<file path="config.mk">
export PLATFORM = sky130hd
export DESIGN_NAME = regfile_multiport
export DESIGN_NICKNAME = d
export VERILOG_FILES = /design/src/rtl/regfile_multiport.sv
export SDC_FILE = /design/constraint.sdc
export NUM_CORES = 2
export LEC_CHECK = 0
export ABC_CLOCK_PERIOD_IN_PS = 3400
export BUFFER_PORTS_ARGS = -buffer_cell sky130_fd_sc_hd__buf_2
export CAP_MARGIN = 10
export CELL_PAD_IN_SITES_DETAIL_PLACEMENT = 0
export CELL_PAD_IN_SITES_GLOBAL_PLACEMENT = 1
export CORE_MARGIN = 1
export CORE_UTILIZATION = 47
export CTS_BUF_LIST = sky130_fd_sc_hd__clkbuf_16
export CTS_CLUSTER_DIAMETER = 200
export DETAILED_ROUTE_END_ITERATION = 8
export PLACE_DENSITY_LB_ADDON = 0.1
export SYNTH_ARGS = -nofsm -noshare
export SYNTH_HDL_FRONTEND = slang
export SYNTH_SLANG_ARGS = --single-unit
</file>
<file path="constraint.sdc">
create_clock -name clk -period 3.4 [get_ports clk]
set_input_delay 0.68 -clock clk [delete_from_list [all_inputs] [get_ports clk]]
set_output_delay 0.68 -clock clk [all_outputs]
set_load 0.01 [all_outputs]
</file>
<file path="src/rtl/regfile_multiport.sv">
// Parametrised multiport register file with optional write bypass and a per-register busy scoreboard.
// Writes, reserves and clears land one cycle after the edge; reads and bypass are combinational; no stalls or backpressure.
module regfile_multiport #(
    parameter int DATA_WIDTH   = 32,
    parameter int NUM_REGS     = 32,
    parameter int NUM_RD_PORTS = 2,
    parameter bit BYPASS       = 1'b1,
    parameter bit ZERO_REG     = 1'b1,
    localparam int AW          = $clog2(NUM_REGS)
) (
    input  logic                               clk,
    input  logic                               rst,
    input  logic                               wr_en,
    input  logic [AW-1:0]                      wr_reg,
    input  logic [DATA_WIDTH-1:0]              wr_data,
    input  logic                               rsv_en,
    input  logic [AW-1:0]                      rsv_reg,
    input  logic [NUM_RD_PORTS*AW-1:0]         rd_reg,
    output logic [NUM_RD_PORTS*DATA_WIDTH-1:0] rd_data,
    output logic [NUM_RD_PORTS-1:0]            rd_busy,
    output logic [NUM_REGS-1:0]                busy_vec
);

    logic [DATA_WIDTH-1:0] regs [NUM_REGS];
    logic [NUM_REGS-1:0]   busy;
    logic [NUM_REGS-1:0]   busy_nxt;
    logic                  wr_ok;
    logic                  rsv_ok;
    logic [AW-1:0]         rd_idx;

    assign wr_ok  = wr_en  && !(ZERO_REG && (wr_reg  == '0));
    assign rsv_ok = rsv_en && !(ZERO_REG && (rsv_reg == '0));

    // Reserve is applied after the write-clear so a new producer keeps the register busy.
    always_comb begin
        busy_nxt = busy;
        if (wr_ok) begin
            busy_nxt[wr_reg] = 1'b0;
        end
        if (rsv_ok) begin
            busy_nxt[rsv_reg] = 1'b1;
        end
    end

    always_ff @(posedge clk) begin
        if (rst) begin
            for (int r = 0; r < NUM_REGS; r++) begin
                regs[r] <= '0;
            end
            busy <= '0;
        end else begin
            if (wr_ok) begin
                regs[wr_reg] <= wr_data;
            end
            busy <= busy_nxt;
        end
    end

    assign busy_vec = busy;

    // Bypass uses raw wr_en so forwarding stays live during reset.
    always_comb begin
        rd_data = '0;
        rd_busy = '0;
        rd_idx  = '0;
        for (int i = 0; i < NUM_RD_PORTS; i++) begin
            rd_idx = rd_reg[i*AW +: AW];
            if (!(ZERO_REG && (rd_idx == '0))) begin
                if (BYPASS && wr_en && (wr_reg == rd_idx)) begin
                    rd_data[i*DATA_WIDTH +: DATA_WIDTH] = wr_data;
                end else begin
                    rd_data[i*DATA_WIDTH +: DATA_WIDTH] = regs[rd_idx];
                    rd_busy[i]                          = busy[rd_idx];
                end
            end
        end
    end

endmodule

</file>
Word-level counts from Yosys, hierarchy flattened
Memories as Yosys holds them, arrays and structs flattened.
Cells that the tools add are included.

storage, ports and cells
  register bits = 32
  output and inout port bits = 98
  memories = 1
  memory bits (writable) = 1024
  word-level logic and storage cells = 52

operators by class
  equality and inequality tests = 2
  reduce and logical (&&, ||, !) cells = 13
  mux-type cells = 26
  bitwise logic cells = 3
  magnitude comparators = 6

memory list
  memory  words  width  read ports  clocked after Yosys merged registers in  write ports  line  RTL
  regs    32     32     2           0                                        32           24    logic [DATA_WIDTH-1:0] regs [NUM_REGS];

operator list
  kind                count
  $mux 32             7
  $and 32x32->32      1
  $not 32->32         1
  $or 32x32->32       1
  $reduce_or 32->1    1
  $lt 5x6->1 const B  4
  $logic_not 5->1     4
  $mux 1              14
  $bmux 1 s5          2
  $demux 1 s5         2
  $eq 5x5->1          2
  $ge 5x1->1 const B  2
  $logic_and 1x1->1   6
  $mux 5              1
  $logic_not 1->1     2

Depth between registers and ports, before layout
  depth after elaboration = 9
  mapped depth = 10
  depth with buffers taken out = 5

Least setup slack after synthesis
OpenSTA, ideal clock, no wires.

  path type = input -> output
  start point = input rd_reg[6]
  end point = output rd_data[39]
  buffers on the path = 4
  path slack = 0.420 ns
  data arrival time = 2.300 ns
  stages on the path = 8
  data required time = 2.720 ns
  path through = buf_4 -> buf_4 -> buf_4 -> buf_1 -> mux4_2 -> o21ai_0 -> nand3_1 -> a22o_1

between the ends
  cells in the longest elaborated chain, start to end = 4

RTL lines
  item                                                   line  RTL
  start: declaration                                     18    input logic [NUM_RD_PORTS*AW-1:0] rd_reg,
  branches (longest 3 deep; another with $mem_v2 32x32)  -
  $mux 32 (*)                                            68    if (!(ZERO_REG && (rd_idx == '0))) begin
  end: declaration                                       19    output logic [NUM_RD_PORTS*DATA_WIDTH-1:0] rd_data,

Every way passes the cells marked *.

Worst setup path in the final report
  start point = input rd_reg[1]
  end point = output rd_data[14]

Same word-level chain as after synthesis.

==> results by group <==
Clocking
  – Cts bufs inserted: 117
  – Max H-tree Level: 3
  – CTS Hold Buffers Added: 0
  – Worst-path clk slew: approximately 0.060 ns
  – Root Buffer: clkbuf_16
  – Worst skew pair latency: 0.73 ns
  – CTS tree: built
  – Sink Count: 1056
  – Clk buf depth: 3

Floorplan
  – Core box area: between 100000 and 150000 um^2
  – Starting Density: 47.31%
  – Die Y: 349.3 um
  – I/O pins: 154
  – Die ar.: 122000 um^2
  – Width of the die: 349.3 um
  – Rows: 127

Placed design
  – GPL Wtd Cong: 0.9224
  – Port bufs: 153
  – Pre-CTS WS: -0.4684 ns
  – Detailed Place HPWL: 145100 um
  – DP Cell Count: about 5800

STA
  – Tcrit/Tclk final: 101.3%
  – Total Neg Setup Slack: -0.2416 ns
  – Tmin final: around 3.4 ns
  – Max Slew Vio Count: 0
  – Hold WS: between 0.2 and 0.3 ns
  – Worst slew pin tran: 0.9384 ns
  – Headroom to the max-slew limit: 37.44%
  – Worst Skew: 0 ns
  – Final setup vio count: 13
  – RSZ-0062 raised after global routing: yes
  – Final hold viol count: 0
  – Maximum clock frequency: 0.2903 GHz
  – Worst Setup Slack, final: -0.04530 ns

Yosys
  – Cells after Synth: 3950
  – Mapped Area: 56690 um^2
  – Syn Area/Cell: 14.35 um^2
  – Yosys reg bits: between 1000 and 1500
  – YS warnings: 0
  – Post-synth EDFFs: ~1000
  – Synth cell types: between 60 and 70
  – Sequential cell area fraction in the yosys report: 55.37%
  – Top_reg_cell synth: edfxtp_1
  – Fraction of registers with async set/reset: 0%

Setup path
  – Reg2Reg Depth: 2
  – Critical R2R Capture: busy_vec[18]
  – Worst-path cell chain: buf_4 > or3b_4 > buf_12 > buf_12 > o221ai_1 > a21oi_2 > buf_4 > nand2_1 > a32o_2 > buf_2
  – Beginning of the worst register-to-register path: busy_vec[18]
  – Worst Setup Path Type: input port to output port
  – WP buf/inv: 5
  – CP Launch Type: input port
  – Slowest-stage cell, CP: or3b_4
  – Crit-path max cell delay: 0.53 ns
  – CP Data Required Time: 2.72 ns
  – Worst setup EP type: output port
  – Max Fanout on Critical Path: 7
  – Top delay family on crit path: buffers and inverters
  – R2R Setup Slk: roughly 2.7 ns
  – CP Data Arrival Time: 2.77 ns

Routing
  – Routed length per instance: 36.90 um
  – Vias per cell: 6.643
  – Drt initial violations: approximately 5500
  – DR vias: 40220
  – Detailed-route wire length: 223400 um
  – Initial DRT Pass Iterations: 5
  – DRC: 0
  – Routed Antenna Nets: 0

Worst hold path
  – Worst hold start: rsv_reg[0]
  – Worst Hold Path Cells: 2
  – Worst hold path class: input port to flop
  – Worst Hold End: busy_vec[1]

Pwr
  – Worst vdd ir: approximately 0.43 mV
  – P_leak: 24.69 nW
  – Power density cells: 485.7 nW/um^2

Global routing
  – M2 GR Usage: between 50% and 60%
  – Pin count of the biggest net entering global routing: 38
  – Antenna violations before repair: 22
  – First-pass GRT wire length: 308600 um
  – Grt peak-use layer: met2
  – Met3 usage: 7.638%
  – Aggregate global routing overflow: 0
  – Number of global-route vias before repair: 40880
  – Total track usage: 36.55%
  – Met1 GRT Util: 47.55%

Run status
  – Failing checks: negative setup slack
  – Status: finished, violations left

Final layout
  – Most frequent cells in the layout: edfxtp_1 (1024), and2_1 (994), mux4_2 (425)
  – Post-Layout Cell Count: 6054
  – Most common cell after layout, fill and taps aside: edfxtp_1
  – Fillers: 9614
  – Area grow syn2layout: 20.34%
  – Post-layout net count: 4395
  – Share of layout cells above drive strength 1: approximately 33%

Run
  – Max-cap viol count: 0
per-layer routing:
metal / wire (um) / vias to the layer above
met5: 52 / -
met2: 102700 / 2848
li1: - / 16000
met1: 82580 / 20770
met3: 24140 / 595
met4: 13890 / 10
what timing repair did:
item                                   in CTS  in global routing
setup endpoints to repair                  61                 58
gates cloned                                5                  4
pin swaps                                   7                 17
buffers inserted                            4                 17
endpoints found under the hold margin       0                  0
gates resized for setup                   113                 65
Yosys cell counts, types with 11 or more instances:
cell,number,share of area [%]
nor2_1,76,0.50
o211ai_1,12,0.16
a2111oi_0,13,0.20
a22o_1,15,0.23
buf_2,65,0.57
mux2_2,33,0.66
a22oi_1,96,1.3
buf_4,23,0.30
a21oi_1,36,0.32
a211oi_1,45,0.60
and2_1,995,11
a221oi_1,12,0.19
inv_1,34,0.23
mux2i_1,204,3.6
nand3_1,22,0.19
a32o_1,31,0.55
dfxtp_1,32,1.1
nor3_1,43,0.38
nor4_1,11,0.12
buf_1,12,0.079
o22ai_1,95,1.0
buf_6,21,0.42
a21o_1,29,0.38
o221ai_1,31,0.48
edfxtp_1,1024,54
o21ai_0,28,0.25
nand2_1,98,0.65
clkbuf_1,295,2.0
mux4_2,425,17
cells by family after synthesis:
| group | Yosys count | share of synthesized area (%) |
|---|---|---|
| and+or+nand+nor | 1297 | 13.51 |
| DFF | 1056 | 55.37 |
| muxes | 665 | 21.23 |
| AOI/OAI and AO/OA | 464 | 5.999 |
| buffers and inverters | 457 | 3.728 |
| xor gates and xnor gates | 10 | 0.1545 |
| other | 1 | 0.006615 |
how the worst max path moves through the flow:
stage / slack [ns] / startpoint / endpoint / cells after the start
floorplan: 0.42 / rd_reg[6] / rd_data[39] / 8
global placement: -0.44 / rd_reg[9] / rd_data[47] / 8
detailed placement: -0.47 / rd_reg[9] / rd_data[49] / 8
CTS: -0.04 / rd_reg[5] / rd_data[49] / 9
global route: -0.04 / rd_reg[0] / rd_data[18] / 9
finish: -0.05 / rd_reg[1] / rd_data[14] / 10
stage by stage:
step | power (mW) | utilization, % | instance area (um^2)
6_report | 33.13 | 56.94 | 68220
5_1_grt | 33.87 | 56.92 | 68200
4_1_cts | 33.04 | 56.50 | 67700
3_5_place_dp | 20.17 | 52.72 | 63170
3_3_place_gp | 20.07 | 52.72 | 63170
2_1_floorplan | 17.90 | - | 56800
flip-flops by register name, summed over array words and instances, names as in the netlist:
register / cells
busy_vec: 32
regs: 1024
cell type report:
type                            instances  area [um^2]  area share, %
Clock inverter                         96        887.1          1.300
Sequential cell                      1056        31390          46.01
Antenna cell                            8        20.02        0.02934
Multi-Input combinational cell       2468        24190          35.45
Inverter                               35        132.6         0.1944
Clock buffer                          118         2953          4.328
Tap cell                             1612         2017          2.956
Timing Repair Buffer                  661         6634          9.724
report_power, final:
part	switching (mW)	leakage, nW	internal [mW]
clock network	5.48	1.95	7.42
logic	2.76	12.7	2.08
registers	0.391	10.0	15.0
total	8.64	24.7	24.5
(Power assumes the default switching activity.)
